File: config.mk
export PLATFORM = sky130hd
export DESIGN_NAME = ps2_key_receiver_flat
export DESIGN_NICKNAME = d
export VERILOG_FILES = /design/src/rtl/ps2_pkg.sv /design/src/rtl/ps2_key_receiver_if.sv /design/src/rtl/ps2_input_filter.sv /design/src/rtl/ps2_key_receiver.sv /design/src/flat_wrapper.sv
export SDC_FILE = /design/constraint.sdc
export NUM_CORES = 1
export LEC_CHECK = 0
export ABC_AREA = 1
export ABC_CLOCK_PERIOD_IN_PS = 3100
export BUFFER_PORTS_ARGS = -buffer_cell sky130_fd_sc_hd__buf_2
export CAP_MARGIN = 30
export CORE_AREA = 5 5 118 86
export DETAILED_ROUTE_END_ITERATION = 6
export DIE_AREA = 0 0 123 91
export GPL_TIMING_DRIVEN = 0
export PLACE_DENSITY = 0.42
export RECOVER_POWER = 25
export SYNTH_ARGS = -nofsm -noshare
export SYNTH_HDL_FRONTEND = slang
export SYNTH_HIERARCHICAL = 1
export SYNTH_SLANG_ARGS = --single-unit
File: constraint.sdc
create_clock -name Clock -period 3.1 [get_ports Clock]
set_clock_uncertainty 0.2 [all_clocks]
set_input_delay 0.155 -clock Clock [delete_from_list [all_inputs] [get_ports Clock]]
set_output_delay 0.155 -clock Clock [all_outputs]
set_load 0.01 [all_outputs]
File: src/rtl/ps2_pkg.sv
// Shared PS/2 receiver types and constants.
package ps2_pkg;

  typedef enum logic [2:0] {
    IDLE,
    DATA,
    PARITY,
    STOP,
    DECODE
  } ps2_state_t;

  localparam logic [7:0]  PS2_BREAK     = 8'hF0;
  localparam logic [7:0]  PS2_EXT       = 8'hE0;
  localparam int unsigned PS2_DATA_BITS = 8;

endpackage

File: src/rtl/ps2_key_receiver_if.sv
// Key-event handshake between the PS/2 receiver and its consumer.
interface ps2_key_receiver_if;

  logic [7:0] key_code;
  logic       key_release;
  logic       key_extended;
  logic       key_valid;
  logic       key_ack;
  logic       frame_error;
  logic       overflow;

  modport master (
    output key_code, key_release, key_extended, key_valid, frame_error, overflow,
    input  key_ack
  );

  modport slave (
    input  key_code, key_release, key_extended, key_valid, frame_error, overflow,
    output key_ack
  );

endinterface

File: src/rtl/ps2_input_filter.sv
// PS/2 pin synchronisers plus PS2Clk glitch filter; emits a one-cycle fall pulse.
module ps2_input_filter #(
  parameter int unsigned FILTER_LEN = 8
) (
  input  logic clk,
  input  logic rst_n,
  input  logic ps2_clk,
  input  logic ps2_data,
  output logic fall,
  output logic data
);

  localparam int unsigned CNT_W = $clog2(FILTER_LEN + 1);
  localparam logic [CNT_W-1:0] CNT_LAST = CNT_W'(FILTER_LEN - 1);

  logic [1:0]       clk_sync;
  logic [1:0]       data_sync;
  logic             clk_filt;
  logic [CNT_W-1:0] stable_cnt;

  // stable_cnt counts consecutive synchronised samples that disagree with the filtered level
  always_ff @(posedge clk) begin
    if (!rst_n) begin
      clk_sync   <= '1;
      data_sync  <= '1;
      clk_filt   <= 1'b1;
      stable_cnt <= '0;
      fall       <= 1'b0;
    end else begin
      clk_sync  <= {clk_sync[0], ps2_clk};
      data_sync <= {data_sync[0], ps2_data};
      fall      <= 1'b0;
      if (clk_sync[1] == clk_filt) begin
        stable_cnt <= '0;
      end else if (stable_cnt == CNT_LAST) begin
        clk_filt   <= clk_sync[1];
        stable_cnt <= '0;
        fall       <= clk_filt;
      end else begin
        stable_cnt <= stable_cnt + CNT_W'(1);
      end
    end
  end

  assign data = data_sync[1];

endmodule

File: src/rtl/ps2_key_receiver.sv
// PS/2 keyboard frame receiver: strips F0/E0 prefixes and presents key events on a valid/ack register.
module ps2_key_receiver
  import ps2_pkg::*;
#(
  parameter int unsigned FILTER_LEN     = 8,
  parameter int unsigned TIMEOUT_CYCLES = 200000
) (
  input  logic                       Clock,
  input  logic                       btnCpuReset,
  input  logic                       PS2Clk,
  input  logic                       PS2Data,
  ps2_key_receiver_if.master         key
);

  localparam int unsigned TMO_W = $clog2(TIMEOUT_CYCLES);
  localparam logic [TMO_W-1:0] TMO_LAST = TMO_W'(TIMEOUT_CYCLES - 1);

  ps2_state_t       state, state_next;
  logic             fall, data;
  logic [2:0]       bit_cnt;
  logic [7:0]       sr;
  logic             par;
  logic [TMO_W-1:0] tmo_cnt;
  logic             brk, ext;
  logic             in_frame, timeout, stop_ok, emit, frame_err;

  ps2_input_filter #(.FILTER_LEN(FILTER_LEN)) u_filter (
    .clk      (Clock),
    .rst_n    (btnCpuReset),
    .ps2_clk  (PS2Clk),
    .ps2_data (PS2Data),
    .fall     (fall),
    .data     (data)
  );

  always_ff @(posedge Clock) begin
    if (!btnCpuReset) state <= IDLE;
    else              state <= state_next;
  end

  always_comb begin
    state_next = state;
    unique case (state)
      IDLE:   if (fall && !data) state_next = DATA;
      DATA:   if (timeout) state_next = IDLE;
              else if (fall && bit_cnt == 3'(PS2_DATA_BITS - 1)) state_next = PARITY;
      PARITY: if (timeout) state_next = IDLE;
              else if (fall) state_next = STOP;
      STOP:   if (timeout) state_next = IDLE;
              else if (fall) state_next = stop_ok ? DECODE : IDLE;
      DECODE: state_next = IDLE;
      default: state_next = IDLE;
    endcase
  end

  // A fall on the last timeout cycle wins: the frame is still alive.
  always_comb begin
    in_frame  = (state == DATA) || (state == PARITY) || (state == STOP);
    timeout   = in_frame && !fall && (tmo_cnt == TMO_LAST);
    stop_ok   = data && (^{sr, par});
    frame_err = timeout || (state == STOP && fall && !stop_ok);
    emit      = (state == DECODE) && (sr != PS2_BREAK) && (sr != PS2_EXT);
  end

  always_ff @(posedge Clock) begin
    if (!btnCpuReset) begin
      bit_cnt          <= '0;
      sr               <= '0;
      par              <= 1'b0;
      tmo_cnt          <= '0;
      brk              <= 1'b0;
      ext              <= 1'b0;
      key.key_code     <= '0;
      key.key_release  <= 1'b0;
      key.key_extended <= 1'b0;
      key.key_valid    <= 1'b0;
      key.frame_error  <= 1'b0;
      key.overflow     <= 1'b0;
    end else begin
      if (state == IDLE && fall && !data) bit_cnt <= '0;
      else if (state == DATA && fall)     bit_cnt <= bit_cnt + 3'd1;

      if (state == DATA && fall)   sr  <= {data, sr[7:1]};
      if (state == PARITY && fall) par <= data;

      if (!in_frame || fall) tmo_cnt <= '0;
      else                   tmo_cnt <= tmo_cnt + TMO_W'(1);

      if (frame_err) begin
        brk <= 1'b0;
        ext <= 1'b0;
      end else if (state == DECODE) begin
        if (sr == PS2_BREAK)    brk <= 1'b1;
        else if (sr == PS2_EXT) ext <= 1'b1;
        else begin
          brk <= 1'b0;
          ext <= 1'b0;
        end
      end

      key.frame_error <= frame_err;
      key.overflow    <= emit && key.key_valid && !key.key_ack;

      if (emit && (!key.key_valid || key.key_ack)) begin
        key.key_code     <= sr;
        key.key_release  <= brk;
        key.key_extended <= ext;
        key.key_valid    <= 1'b1;
      end else if (key.key_valid && key.key_ack) begin
        key.key_valid <= 1'b0;
      end
    end
  end

endmodule
File: src/flat_wrapper.sv
// flat-port wrapper written by rule: the top's interface ports become plain ports
module ps2_key_receiver_flat import ps2_pkg::*;
#(
  parameter int unsigned FILTER_LEN     = 8,
  parameter int unsigned TIMEOUT_CYCLES = 200000
)
  (Clock, btnCpuReset, PS2Clk, PS2Data, key_key_code, key_key_release, key_key_extended, key_key_valid, key_frame_error, key_overflow, key_key_ack);
  ps2_key_receiver_if key_i ();
  input  logic Clock;
  input  logic btnCpuReset;
  input  logic PS2Clk;
  input  logic PS2Data;
  output wire logic [$bits(key_i.key_code)-1:0] key_key_code;
  output wire logic [$bits(key_i.key_release)-1:0] key_key_release;
  output wire logic [$bits(key_i.key_extended)-1:0] key_key_extended;
  output wire logic [$bits(key_i.key_valid)-1:0] key_key_valid;
  output wire logic [$bits(key_i.frame_error)-1:0] key_frame_error;
  output wire logic [$bits(key_i.overflow)-1:0] key_overflow;
  input wire logic [$bits(key_i.key_ack)-1:0] key_key_ack;
  assign key_key_code = key_i.key_code;
  assign key_key_release = key_i.key_release;
  assign key_key_extended = key_i.key_extended;
  assign key_key_valid = key_i.key_valid;
  assign key_frame_error = key_i.frame_error;
  assign key_overflow = key_i.overflow;
  assign key_i.key_ack = key_key_ack;
  ps2_key_receiver #(.FILTER_LEN(FILTER_LEN), .TIMEOUT_CYCLES(TIMEOUT_CYCLES)) u_core (.Clock(Clock), .btnCpuReset(btnCpuReset), .PS2Clk(PS2Clk), .PS2Data(PS2Data), .key(key_i));
endmodule
==> summary.md <==
| Metric | Value |
|---|---|
| Final Cell Area | 3120 µm² |
| Max-slew violation count | 0 |
| Routed Antenna Nets | 0 |
| Worst setup path class | primary input to flop |
| Most common cell in the netlist | nand2_1 |
| Hold Crit Class | primary input to flop |
| CTS clk-pin slew, worst paths | 0.05 ns |
| CP Capture Type | flop |
| Syn Nets | 351 |
| Drt total wl | 5820 µm |
| Most frequent cells after synthesis | nand2_1 (69), dfxtp_1 (58), inv_1 (39), a21oi_1 (33), nor2_1 (33) |
| CTS buffer count | 9 |
| Status | finished, final reports clean |
| Num rows | 29 |
| Vias per inst | 4.43 |
| CTS tree | done |
| Synth Flop Type | dfxtp_1 |
| Yosys reg bits | 58 |
| CP bufs+invs | 6 |
| Die height | 91 µm |
| Worst-Skew Late Latency | 0.32 ns |
| # clock sinks | 58 |
| Core Util, Final | 0.351 |
| Share of cells above drive strength 1 | 0.114 |
| Critical path's top delay family | buffers and inverters |
| # IOs | 18 |
| Drt pass-1 iters | 4 |
| Dpl cells | 483 |
| Area after DPL | 2830 µm² |
| Via Count | 2,221 |
| CP max stage delay | 0.52 ns |
| First-pass GRT wire length | 9950 µm |
| CP max-delay cell | dlygate4sd3_1 |
| Diodes inserted | 0 |
| Register area share after synthesis | 0.448 |
| Die area | 11,200 µm² |
| Final hold violation count | 0 |
| Die W | 123 µm |
| Setup TNS | 0 ns |
| Fillcell total | 975 |
| # nets final | 384 |
| Worst Path Max Fanout | 10 |
| WL/cell | 11.6 µm |
| Flop-to-flop setup slack | 1.15 ns |
| Synth warn | 6 |
| Mapped Cells | 342 |
| Unrepaired setup endpoints after global routing | no |
| Critical Path AT | 2.25 ns |
| Synthesis-to-finish area growth | 20.4% |
| Top cells by area, synth | dfxtp_1 (45%), nand2_1 (10%), a21oi_1 (6.4%) |
| Initial Util | 0.292 |
| I/O Buffers | 17 |
| Leak | 0.00115 µW |
| PwrDens | 544 nW/µm² |
| Starting DRT DRC Count | 107 |
| GRT overflow | 0 |
| DP Wirelength | 4330 µm |
| # setup viols final | 0 |
| Root buf cell | clkbuf_16 |
| Count of different cell masters after synthesis | 36 |
| Minimum clock period | 2.20 ns |
| H-tree lvl count | 3 |
| Syn Area/Cell | 7.58 µm² |
| Startpoint Class | primary input |
| Top cell type's share of synthesized area | 0.448 |
| Placeable Area | 8890 µm² |
| Total GRT Usage | 0.115 |
| Maximum number of pins on one net before global-route repair | 11 |
| Number of flops mapped to enable cells by yosys | 0 |
| Tcrit/Tclk final | 0.709 |
| Vias in the first global route | 2,028 |
| Worst vdd ir | 307 µV |
| CP dominant cell by count | buf_2 |
| Cell Chain, Critical Path | dlygate4sd3_1 -> clkbuf_1 -> buf_2 -> clkinv_1 -> nor2_1 -> inv_1 -> buf_2 -> a21oi_1 |
| Worst EP required | 3.15 ns |
| Max clock buf depth | 2 |
| Post-Layout Cell Count | 501 |
| FFs w/ async S/R, synth | 0 |
| Residual DRC | 0 |
| Antenna violations before repair | 0 |
| Actual slew at the worst max-slew pin | 0.504 ns |
| Max cap viols | 0 |
| GPL Wtd Cong | 0.791 |
| Synth Cell Area | 2590 µm² |
| Cell taking the most area after synthesis | dfxtp_1 |
| Slew margin rel. | 0.664 |
| FMAX | 455 MHz |
| Setup Buffers After CTS | 0 |
-- logic make-up after synthesis --
kind of cell               Yosys count  synth area share
adders and majority gates            4            0.0193
buffers and inverters               49            0.0734
AOI/OAI and AO/OA                   54             0.117
and+or+nand+nor                    170             0.319
DFF                                 58             0.448
xor gates and xnor gates             7            0.0236
-- sequential cells by signal, indices dropped and copies added (netlist names), 2 cells and up --
register                    cells
u_core/bit_cnt                  3
u_core/u_filter/data_sync       2
u_core/sr                       8
u_core/u_filter/clk_sync        2
u_core/key.key_code             8
u_core/u_filter/stable_cnt      4
u_core/tmo_cnt                 18
u_core/state                    3
-- worst min-delay path, cell delays in order --
cell     delay, ns
buf_2         0.10
inv_1         0.04
nand2_1       0.10
nand4_1       0.12
a21oi_1       0.06
-- power by group --
part | internal [µW] | switching (µW) | leakage (µW)
logic | 22.9 | 47.1 | 0.000550
registers | 755 | 4.21 | 0.000468
clock network | 568 | 301 | 0.000128
-- per-layer routing --
| metal | wire length, µm | GRT usage | share of wire | vias to the layer above |
|---|---|---|---|---|
| li1 | - | - | - | 1187 |
| met3 | 278 | 0.0447 | 0.048 | 9 |
| met5 | 0 | 0 | 0 | - |
| met4 | 108 | 0.0498 | 0.019 | 0 |
| met2 | 2110 | 0.136 | 0.36 | 39 |
| met1 | 3320 | 0.176 | 0.57 | 986 |
-- through the flow --
stage / total power (µW) / setup WS (ns) / hold slack [ns]
2_1_floorplan: 820 / 1.45 / 0.0397
3_3_place_gp: 839 / 1.09 / 0.141
3_5_place_dp: 839 / 1.10 / 0.143
4_1_cts: 1740 / 0.901 / 0.0941
5_1_grt: 1780 / 0.635 / 0.153
6_report: 1700 / 0.901 / 0.104
-- final timing paths --
kind | depth (start not counted) | to | start
worst max-delay path | 8 | u_core/tmo_cnt[10] | btnCpuReset
worst min register to register | 1 | u_core/u_filter/clk_sync[1] | u_core/u_filter/clk_sync[0]
worst max register to register | 10 | u_core/state[0] | u_core/tmo_cnt[0]
worst min-delay path | 5 | u_core/key.key_code[6] | key_key_ack
-- cell type report --
cell class,instances,area (µm²),share of cell area
Sequential cell,58,1160,0.372
Tap cell,124,155,0.0497
Clock buffer,13,260,0.0834
Multi-Input combinational cell,235,1240,0.396
Inverter,42,158,0.0505
Buffer,7,32.5,0.0104
Timing Repair Buffer,22,118,0.0377
-- what timing repair did --
| item | 4_1_cts | 5_1_grt |
|---|---|---|
| hold buffers | 5 | 0 |
| hold endpoints to repair | 5 | 0 |
| gates resized for setup | 0 | 0 |
-- layout by cell type (no fill, tap or decap), types with 3 or more instances in the layout --
master and n:
buf_2 8, nand3_1 21, nand2_2 3, clkbuf_16 9, or2_2 4, nand3_2 4, inv_1 40, clkbuf_1 17
nor2_2 4, xnor2_1 3, nor3_1 5, nor2_1 33, a21oi_1 34, nand4_1 15, dfxtp_1 58, o21ai_0 13
xor2_1 4, dlygate4sd3_1 5, ha_1 4, nand2_1 69
Power figures use the tool's default switching activity.
